## src/rtl/sync_fifo_lutram_prog.sv

```systemverilog
`default_nettype none
// ============================================================================
// Module      : sync_fifo_lutram_prog
// Description : Single-clock distributed-RAM FIFO with FWFT/standard read,
//               runtime almost-full/empty thresholds and optional sticky
//               error flags (enabled by SYNC_FIFO_LUTRAM_ERR_FLAG_EN).
// Revision    : 1.0 - initial release
// ============================================================================
module sync_fifo_lutram_prog #(
    parameter     fwft_mode        = "true",
    parameter int fifo_depth       = 32,
    parameter int fifo_data_width  = 32,
    parameter int simulation_delay = 1
) (
    input  logic                             clk,
    input  logic                             rst_n,
    input  logic                             fifo_flush,
    input  logic                             fifo_wen,
    input  logic [fifo_data_width-1:0]       fifo_din,
    output logic                             fifo_full,
    output logic                             fifo_full_n,
    input  logic [$clog2(fifo_depth):0]      almost_full_th,
    output logic                             fifo_almost_full,
    output logic                             fifo_almost_full_n,
    input  logic                             fifo_ren,
    output logic [fifo_data_width-1:0]       fifo_dout,
    output logic                             fifo_empty,
    output logic                             fifo_empty_n,
    input  logic [$clog2(fifo_depth):0]      almost_empty_th,
    output logic                             fifo_almost_empty,
    output logic                             fifo_almost_empty_n,
    output logic [$clog2(fifo_depth):0]      data_cnt,
    input  logic                             err_clr,
    output logic                             overflow_err,
    output logic                             underflow_err
);

    localparam int         c_aw       = $clog2(fifo_depth);
    localparam logic       c_fwft     = (fwft_mode == "true");
    localparam logic [c_aw:0] c_full_cnt = (c_aw+1)'(fifo_depth);

    logic [fifo_data_width-1:0] r_mem [0:fifo_depth-1];
    logic [c_aw-1:0]            r_wr_ptr;
    logic [c_aw-1:0]            r_rd_ptr;
    logic [c_aw:0]              r_cnt;
    logic                       r_full;
    logic                       r_empty;
    logic                       r_almost_full;
    logic                       r_almost_empty;
    logic [fifo_data_width-1:0] r_dout;

    logic                       w_wr_acc;
    logic                       w_rd_acc;
    logic [c_aw-1:0]            w_wr_ptr_nxt;
    logic [c_aw-1:0]            w_rd_ptr_nxt;
    logic [c_aw:0]              w_cnt_nxt;

    // Flush masks both requests so it wins over any traffic in its cycle.
    assign w_wr_acc = fifo_wen & ~r_full  & ~fifo_flush;
    assign w_rd_acc = fifo_ren & ~r_empty & ~fifo_flush;

    always_comb begin
        w_wr_ptr_nxt = r_wr_ptr;
        w_rd_ptr_nxt = r_rd_ptr;
        w_cnt_nxt    = r_cnt;
        if (fifo_flush) begin
            w_wr_ptr_nxt = '0;
            w_rd_ptr_nxt = '0;
            w_cnt_nxt    = '0;
        end else begin
            if (w_wr_acc) w_wr_ptr_nxt = r_wr_ptr + 1'b1;
            if (w_rd_acc) w_rd_ptr_nxt = r_rd_ptr + 1'b1;
            if (w_wr_acc && !w_rd_acc)
                w_cnt_nxt = r_cnt + 1'b1;
            else if (!w_wr_acc && w_rd_acc)
                w_cnt_nxt = r_cnt - 1'b1;
        end
    end

    always_ff @(posedge clk or negedge rst_n) begin
        if (!rst_n) begin
            r_wr_ptr       <= '0;
            r_rd_ptr       <= '0;
            r_cnt          <= '0;
            r_full         <= 1'b0;
            r_empty        <= 1'b1;
            r_almost_full  <= 1'b0;
            r_almost_empty <= 1'b1;
        end else begin
            r_wr_ptr <= w_wr_ptr_nxt;
            r_rd_ptr <= w_rd_ptr_nxt;
            r_cnt    <= w_cnt_nxt;
            if (fifo_flush) begin
                r_full         <= 1'b0;
                r_empty        <= 1'b1;
                r_almost_full  <= 1'b0;
                r_almost_empty <= 1'b1;
            end else begin
                r_full         <= (w_cnt_nxt == c_full_cnt);
                r_empty        <= (w_cnt_nxt == '0);
                r_almost_full  <= (w_cnt_nxt >= almost_full_th);
                r_almost_empty <= (w_cnt_nxt <= almost_empty_th);
            end
        end
    end

    // Storage is deliberately unreset so it maps onto distributed RAM.
    always_ff @(posedge clk) begin
        if (w_wr_acc)
            r_mem[r_wr_ptr] <= fifo_din;
    end

    generate
        if (c_fwft) begin : g_fwft
            // A word written into the slot that becomes the head this cycle
            // is not in the RAM yet, so forward it straight from fifo_din.
            logic w_bypass;
            assign w_bypass = w_wr_acc && (r_wr_ptr == w_rd_ptr_nxt);

            always_ff @(posedge clk or negedge rst_n) begin
                if (!rst_n)
                    r_dout <= '0;
                else if (!fifo_flush && (w_cnt_nxt != '0))
                    r_dout <= w_bypass ? fifo_din : r_mem[w_rd_ptr_nxt];
            end
        end else begin : g_std
            always_ff @(posedge clk or negedge rst_n) begin
                if (!rst_n)
                    r_dout <= '0;
                else if (w_rd_acc)
                    r_dout <= r_mem[r_rd_ptr];
            end
        end
    endgenerate

`ifdef SYNC_FIFO_LUTRAM_ERR_FLAG_EN
    // Set has priority over clear so a coincident fault is never lost.
    always_ff @(posedge clk or negedge rst_n) begin
        if (!rst_n) begin
            overflow_err  <= 1'b0;
            underflow_err <= 1'b0;
        end else begin
            overflow_err  <= (fifo_wen & r_full)  | (overflow_err  & ~err_clr);
            underflow_err <= (fifo_ren & r_empty) | (underflow_err & ~err_clr);
        end
    end
`else
    logic w_unused_err_clr;
    assign w_unused_err_clr = err_clr;
    assign overflow_err     = 1'b0;
    assign underflow_err    = 1'b0;
`endif

    logic w_unused_sim_delay;
    assign w_unused_sim_delay = (simulation_delay != 0);

    assign fifo_dout           = r_dout;
    assign data_cnt            = r_cnt;
    assign fifo_full           = r_full;
    assign fifo_full_n         = ~r_full;
    assign fifo_empty          = r_empty;
    assign fifo_empty_n        = ~r_empty;
    assign fifo_almost_full    = r_almost_full;
    assign fifo_almost_full_n  = ~r_almost_full;
    assign fifo_almost_empty   = r_almost_empty;
    assign fifo_almost_empty_n = ~r_almost_empty;

endmodule
`default_nettype wire
```

## config.mk

```make
export PLATFORM = sky130hd
export DESIGN_NAME = sync_fifo_lutram_prog
export DESIGN_NICKNAME = d
export VERILOG_FILES = /design/src/rtl/sync_fifo_lutram_prog.sv
export SDC_FILE = /design/constraint.sdc
export NUM_CORES = 1
export LEC_CHECK = 0
export ABC_AREA = 1
export CORE_UTILIZATION = 50
export CTS_CLUSTER_SIZE = 10
export DETAILED_ROUTE_END_ITERATION = 6
export PLACE_DENSITY = 0.62
export SYNTH_ARGS = -nofsm -noshare
export SYNTH_HDL_FRONTEND = slang
export SYNTH_SLANG_ARGS = --single-unit
```

## constraint.sdc

```tcl
create_clock -name clk -period 5.8 [get_ports clk]
set_input_delay 1.16 -clock clk [delete_from_list [all_inputs] [get_ports clk]]
set_output_delay 1.16 -clock clk [all_outputs]
set_load 0.05 [all_outputs]
```

# Word level (Yosys, flattened, before mapping)

Memories as Yosys holds them, arrays and structs flattened. A register that Yosys moved wholly into a read port is not among the register bits.
Index checks and enable logic that the tools add are counted.

Bitwise gates (word level): 9
Equal/unequal tests: 1
Magnitude comparators: 2
Add/subtract/negate cells: 4
Reduce and logical (&&, ||, !) cells: 10
Muxes and demuxes: 13

Operators by type and width:

| cell                                                               | count |
|---|---|
| 5-bit two-way mux                                                  | 4 |
| 6-bit two-way mux                                                  | 3 |
| 5-bit by 1-bit adder with 5-bit output, second input constant      | 2 |
| 6-bit by 1-bit adder with 6-bit output, second input constant      | 1 |
| 6-bit == test, second input constant                               | 1 |
| 6-bit greater-or-equal comparator                                  | 1 |
| 6-bit <= comparator                                                | 1 |
| 6-bit logical NOT                                                  | 1 |
| 1-bit two-way mux                                                  | 6 |
| 6-bit nonzero test                                                 | 1 |
| 6-bit by 1-bit subtractor with 6-bit output, second input constant | 1 |
| 1-bit NOT                                                          | 5 |
| 1-bit AND                                                          | 4 |
| 1-bit logical NOT                                                  | 4 |
| 1-bit logical AND                                                  | 3 |
| 2-bit nonzero test                                                 | 1 |

Logic and storage cells: 47
Memories kept: 1
Bits of input ports: 50
Output and inout bits: 48
Bits in writable memories: 1,024
Register bits: 20

Memories:

| memory | depth | bits a word | rd ports | clocked after memory_dff | wr ports | line | RTL |
|---|---|---|---|---|---|---|---|
| r_mem  | 32    | 32          | 1        | 1                        | 1        | 42   | `logic [fifo_data_width-1:0] r_mem [0:fifo_depth-1];` |

# Depth between registers and ports, before layout

Gate-level depths: netlist of run 1.

Depth in word-level cells: 10
Gate-level depth with buffers: 17
Mapped depth without buffers: 17

# Least setup slack after synthesis of run 1

OpenSTA, ideal clock, no wires.

Path kind: input-to-reg
Start: input fifo_flush
End: memory r_mem[31][0], enable pin
Required time: 5.379 ns
Arrival time: 3.118 ns
Buffers on the path: 2
Setup time: 0.421 ns
Slack: 2.261 ns
Stages: 5
Cells stage by stage: buf_4 > inv_2 > buf_2 > nand2_1 > nor2_1

Cells in the longest elaborated chain, start to end: 4

Ends and longest elaborated chain:

| item                                    | line | RTL |
|---|---|---|
| start, declared                         | 17   | `input logic fifo_flush,` |
| 1-bit NOT                               | 59   | `assign w_wr_acc = fifo_wen & ~r_full & ~fifo_flush;` |
| 1-bit AND                               | 59   |  |
| 1-bit two-way mux                       | 109  | `if (w_wr_acc)` |
| 1-bit two-way mux (not written as such) | 110  | `r_mem[r_wr_ptr] <= fifo_din;` |
| end, declared                           | 42   |  |

No other way between the ends.

# Final worst setup path of run 1

Start: input fifo_flush
End: register r_dout[2] (netlist: fifo_dout[2]) (read register of r_mem)

Cells in the longest elaborated chain, start to end: 9
Elaborated cells between the ends (all ways): 15
Classes of those cells: mux: 5; bitwise: 3; reduce/logical: 7

Ends and longest elaborated chain:

| item               | line   | RTL |
|---|---|---|
| 1-bit NOT          | 59, 60 |  |
| 1-bit AND          | 59     |  |
| 1-bit logical NOT  | 75     | `else if (!w_wr_acc && w_rd_acc)` |
| 1-bit logical AND  | 75     |  |
| 6-bit two-way mux  | 75     |  |
| 6-bit two-way mux  | 73     | `if (w_wr_acc && !w_rd_acc)` |
| 6-bit two-way mux  | 66     | `if (fifo_flush) begin` |
| 6-bit nonzero test | 123    | `else if (!fifo_flush && (w_cnt_nxt != '0))` |
| 1-bit logical AND  | 123    |  |
| end, declared      | 50     | `logic [fifo_data_width-1:0] r_dout;` |

Parallel ways exist; a longest one is shown, timed or not.
A chain may end at the register's enable or synchronous reset.

==> flow_summary.yaml, run 1 <==
clock_network:
  cts_buffers: 119
  h-tree-depth: 3
  post_cts_resized: 0
  cts_setup_buffers: 0
  cts_tree: "yes"
  clk_path_buf_depth: 3
  clk_pin_slew_ns: 0.05
  clock-sinks: 1076
  root_buffer: "clkbuf_16"
  clkLatencyLatePin_ns: 0.71
  holdBufCountCts: 0
logic_synthesis:
  syn_inst: 4427
  avgSynthCellArea_um2: 10.8
  synth_compound_area_share_pct: 0.680
  yosys_warnings: 0
  synth_top_family_by_area: "simple AND/OR/NAND/NOR gates"
  synth_fa_ha_area_share_pct: 0.497
  ys_ff_latch: 1076
  yosysSeqAreaShare_pct: 67.0
  synthesis.area_um2: 47800
  synth-simple-area-share_pct: 23.7
  synth_mux_area_share_pct: 0
  yosys.area_share.xor_xnor_pct: 0.0732
  synth.distinct_cells: 34
global_routing:
  grt_use_total_pct: 27.6
  busiest_layer: "met2"
  grt_pass1_vias: 31200
  met1_usage_pct: 38.5
  use_met2_pct: 44.4
  grt_max_degree: 188
  antenna_found_initial: 2
  grt_use_met3_pct: 3.97
  grt_pass1_wl_mm: 200
  grt_overflow: 0
power:
  ir_drop_mv: 0.300
  leakage_nw: 21.4
  power.density_nw_per_um2: 345
  p_total_w: 0.0186
timing:
  final.min_clock_period_ns: 4.23
  hold_viol: 0
  fin_crit_sh_pct: 72.9
  rsz0062_at_grt: "no"
  setup_tns_ns: 0
  worst_pin_slew_ns: 1.22
  fin_skew_ns: 0.0267
  fmax_mhz: 237
  setup_viol: 0
  slew_headroom_pct: 18.6
  maxSlewViolCount: 0
route:
  via_per_inst: 5.67
  dr.pass1.iters: 6
  via_count: 33000
  drt_first_iter_violations: 3811
  drt_wl_total_mm: 134
  detail_route.drc_violations: 0
  wl_per_cell_um: 23.0
  ant_nets: 0
placed_design:
  gp_congestion: 0.808
  dpl_cell_area_um2: 50600
  placed_cells: 5605
  detailed_place_hpwl_mm: 68.5
  io_buffers: 94
floorplan:
  core-area_um2: 94900
  io_pins: 98
  fp.dieH_um: 311
  die_area_um2: 96900
  initial_utilization_pct: 50.4
  num_rows: 113
  fp.dieW_um: 311
layout:
  layout.cells.non_filler: 5819
  n_fill_cell: 7821
  final_common_cell: "nand3_1"
  layout.nets: 4530
  antenna_cells: 0
  stdcell_area_um2: 54100
  final_cell_mix: "nand3_1 (1115), edfxtp_1 (1024), nand2_1 (738)"
  drive_gt1_share_pct: 6.41
  area_growth_pct: 13.0
worst_setup_path:
  ff2ff_path_depth: 15
  cp-start-kind: "input port"
  r2r_end: "fifo_dout[2]$_DFFE_PN0P_"
  crit_type: "in -> reg"
  startpoint: "fifo_flush"
  critical_path_arrival_ns: 4.82
  cp_max_fo: 32
  cp-end-kind: "flop"
  cp.required_ns: 6.40
  crit_end: "fifo_dout[2]$_DFFE_PN0P_"
  r2r-start: "fifo_empty$_DFF_PN1_"
  r2r_slack_ns: 2.43
hold_path:
  hold_class: "reg -> reg"
status:
  status: "complete, no violations"
flow_run:
  max-cap-violations: 0
[area by class of cell]
cell class	count	area, um2	share of cell area [%]
Multi-Input combinational cell	2376	12300	22.7
Tap cell	1265	1580	2.93
Clock buffer	206	3370	6.23
Inverter	689	2600	4.81
Sequential cell	1076	32100	59.3
Clock inverter	8	92.6	0.171
Timing Repair Buffer	199	2130	3.93
[critical path: stages]
cell and delay, ns:
clkdlybuf4s50_1 0.67, inv_2 0.40, nand3_4 0.48, nand2_8 0.47, inv_2 0.36, buf_4 0.34, nand2_1 0.08, nand2_1 0.04
nand2_1 0.05, nand3_1 0.09, nand3_1 0.13, nand3_1 0.19, nand2_1 0.14, nand2_1 0.06, nand2_1 0.08, nand2_1 0.04
[through the flow]
stage          hold WS [ns]  util (%)  worst slack (ns)
3_5_place_dp          0.467      53.4             0.866
5_1_grt               0.513      57.0              1.31
2_1_floorplan         0.594         -              2.26
6_report              0.476      57.0              1.57
3_3_place_gp          0.471      53.4             0.865
4_1_cts               0.482      57.0              1.61
[Yosys cell counts, drive strengths merged]
cell type	n	area, um2
a21boi	2	15.0
a21oi	33	176
buf	151	732
clkbuf	136	510
clkinv	2	7.51
conb	1	3.75
dfrtp	50	1250
dfstp	2	52.6
edfxtp	1024	30700
ha	19	238
inv	687	2580
nand2	744	2810
nand3	1118	5600
nand3b	345	2590
nand4	3	18.8
nor2	74	295
nor3	3	15.0
nor4	2	12.5
o211ai	2	15.0
o21a	2	15.0
o21ai	19	95.1
o221ai	1	8.76
or2	3	18.8
xor2	4	35.0
[state kept, by name, summed over array words and instances, names as in the netlist]
signal,flops
data_cnt,6
fifo_almost_empty,1
fifo_almost_full,1
fifo_dout,32
fifo_empty,1
fifo_full,1
r_mem,1024
r_rd_ptr,5
r_wr_ptr,5
[worst min-delay path by stage]
stage,endpoint,from,cells after the start,slack [ns]
final,fifo_dout[23]$_DFFE_PN0P_,fifo_dout[23]$_DFFE_PN0P_,2,0.48
after global routing,fifo_dout[2]$_DFFE_PN0P_,fifo_dout[2]$_DFFE_PN0P_,2,0.51
after CTS,fifo_dout[23]$_DFFE_PN0P_,fifo_dout[23]$_DFFE_PN0P_,2,0.48
after detailed placement,fifo_dout[23]$_DFFE_PN0P_,fifo_dout[23]$_DFFE_PN0P_,2,0.47
after global placement,fifo_dout[23]$_DFFE_PN0P_,fifo_dout[23]$_DFFE_PN0P_,2,0.47
after floorplan,r_wr_ptr[2]$_DFFE_PN0P_,r_wr_ptr[2]$_DFFE_PN0P_,2,0.59
[logic make-up after synthesis]
logic type,count (synthesis)
AND/OR/NAND/NOR,2292
flip-flops,1076
buffers and inverters,976
AO/OA/AOI/OAI,59
adder cells (fa/ha/maj),19
XOR/XNOR,4
other,1
[power breakdown]
group	leakage (nW)	switching, W	total [W]	internal [W]
combinational	9.93	0.00212	0.00297	0.000850
clock	1.64	0.00295	0.00684	0.00389
sequential	9.84	0.000172	0.00884	0.00866
[routing by layer]
| metal | vias to the layer above | share of wire [%] |
|---|---|---|
| met5 | - | 0.016 |
| met4 | 4 | 3.2 |
| met3 | 273 | 7.2 |
| met2 | 1379 | 47 |
| met1 | 16200 | 42 |
| li1 | 15100 | - |
No activity file was read; power rests on OpenSTA's default activity.
==> inputs of run 2 (changes only) <==
PLACE_DENSITY = 0.65   (was 0.62)
clock period = 3.6 ns   (was 5.8 ns; I/O delays follow)
==> flow_summary.yaml, run 2 (synthesized netlist as in run 1, its figures left out) <==
floorplan:
  die_area_um2: 96900
  num_rows: 113
  core-area_um2: 94900
  fp.dieW_um: 311
  initial_utilization_pct: 50.4
  io_pins: 98
  fp.dieH_um: 311
worst_setup_path:
  cp-start-kind: "flop"
  critical_path.cell_chain: "clkdlybuf4s50_1"
  critical_path_arrival_ns: 2.12
  crit_family: "buffers and inverters"
  critical_path.max_stage_delay_ns: 0.89
  crit_buf_inv: 1
  crit_type: "reg -> out"
  cp.required_ns: 2.88
  critPathSlowestCell: "clkdlybuf4s50_1"
  cp-end-kind: "primary output"
  cp_max_fo: 2
clock_network:
  clkLatencyLatePin_ns: 0.72
  root_buffer: "clkbuf_16"
  cts_setup_buffers: 0
  cts_tree: "yes"
  clk_path_buf_depth: 3
  h-tree-depth: 3
  cts_buffers: 121
  post_cts_resized: 0
  clock-sinks: 1076
  clk_pin_slew_ns: 0.06
  holdBufCountCts: 0
power:
  power.net_switching_w: 0.00854
  pwr-share-clk_pct: 37.1
  leakage_nw: 22.0
  comb_power_share_pct: 16.2
  power.density_nw_per_um2: 553
  ir_drop_mv: 0.670
  power_frac_seq_pct: 46.7
  p_int_w: 0.0220
  swShare_pct: 28.0
layout:
  final_cell_mix: "nand3_1 (1115), edfxtp_1 (1024), nand2_1 (738)"
  largest_register_ffs: 1024
  largest_register: "r_mem"
  multi_input_area_um2: 12300
  n_fill_cell: 7666
  final_common_cell: "nand3_1"
  layout.nets: 4614
  area_growth_pct: 15.3
  fin_util_pct: 58.1
  regArea_um2: 32100
  drive_gt1_share_pct: 8.20
placed_design:
  io_buffers: 94
  detailed_place_hpwl_mm: 73.7
  gp_congestion: 0.809
timing:
  rsz0062_at_grt: "no"
  hold_slack_ns: 0.0580
  fmax_mhz: 352
  final.min_clock_period_ns: 2.84
  setup_viol: 0
  slew_headroom_pct: 39.1
  setup_tns_ns: 0
  hold_viol: 0
  maxSlewViolCount: 0
  fin_crit_sh_pct: 78.8
  fin_skew_ns: 0.0329
  worst_pin_slew_ns: 0.911
route:
  ant_nets: 0
  wl_per_cell_um: 23.1
  met3_length_mm: 11.6
  drt_wl_total_mm: 136
  drt_first_iter_violations: 3783
  dr.pass1.iters: 6
  met1_length_mm: 56.0
  via_per_inst: 5.70
  via_count: 33600
  detail_route.drc_violations: 0
  routed-wl-met2_mm: 64.5
  top_layer_used: "met4"
global_routing:
  grt_max_degree: 97
  grt_pass1_vias: 31700
  grt_overflow: 0
  grt_pass1_wl_mm: 202
  antenna_found_initial: 0
  grt_use_total_pct: 27.9
hold_path:
  hold_class: "in -> async"
status:
  status: "complete, no violations"
flow_run:
  max-cap-violations: 0
==> run 2: worst paths after layout <==
kind / from / end / slack, ns / cells after the start
worst max-delay path: fifo_dout[27]$_DFFE_PN0P_ / fifo_dout[27] / 0.76 / 1
worst min-delay path: rst_n / data_cnt[2]$_DFF_PN0_ / 0.06 / 1
worst max register to register: fifo_empty$_DFF_PN1_ / fifo_dout[20]$_DFFE_PN0P_ / 0.87 / 16
worst min register to register: fifo_dout[2]$_DFFE_PN0P_ / fifo_dout[2]$_DFFE_PN0P_ / 0.48 / 2
max in group asynchronous: rst_n / fifo_empty$_DFF_PN1_ / 2.77 / 2
min in group clk: fifo_dout[2]$_DFFE_PN0P_ / fifo_dout[2]$_DFFE_PN0P_ / 0.48 / 2
==> run 2: final cells by class <==
| cell class | instances | area share (%) |
|---|---|---|
| Inverter | 689 | 4.71 |
| Clock buffer | 201 | 6.15 |
| Multi-Input combinational cell | 2376 | 22.2 |
| Sequential cell | 1076 | 58.1 |
| Antenna cell | 1 | 0.00454 |
| Timing Repair Buffer | 281 | 5.56 |
| Clock inverter | 11 | 0.354 |
| Tap cell | 1265 | 2.87 |
==> run 2: through the flow <==
step                area (um2)  worst slack, ns  power [W]  cells
floorplan                47800            0.293     0.0174   4428
global placement         51600            0.154     0.0194   5687
detailed placement       51600            0.142     0.0194   5687
CTS                      55100            0.719     0.0306   5899
global route             55100            0.508     0.0315   5899
finish                   55200            0.762     0.0305   5900
==> run 2: power groups by stage <==
stage | combinational [W] | sequential [W] | clock (W)
3_3_place_gp | 0.00487 | 0.0145 | 0
2_1_floorplan | 0.00242 | 0.0150 | 0
4_1_cts | 0.00496 | 0.0142 | 0.0114
5_1_grt | 0.00536 | 0.0143 | 0.0119
6_report | 0.00496 | 0.0142 | 0.0113
3_5_place_dp | 0.00494 | 0.0145 | 0
==> run 2: metal layers <==
| metal | global-route usage, % | vias up |
|---|---|---|
| met5 | 0 | - |
| met4 | 8.97 | 0 |
| met3 | 4.52 | 274 |
| met2 | 45.0 | 1599 |
| met1 | 38.7 | 16400 |
| li1 | - | 15300 |
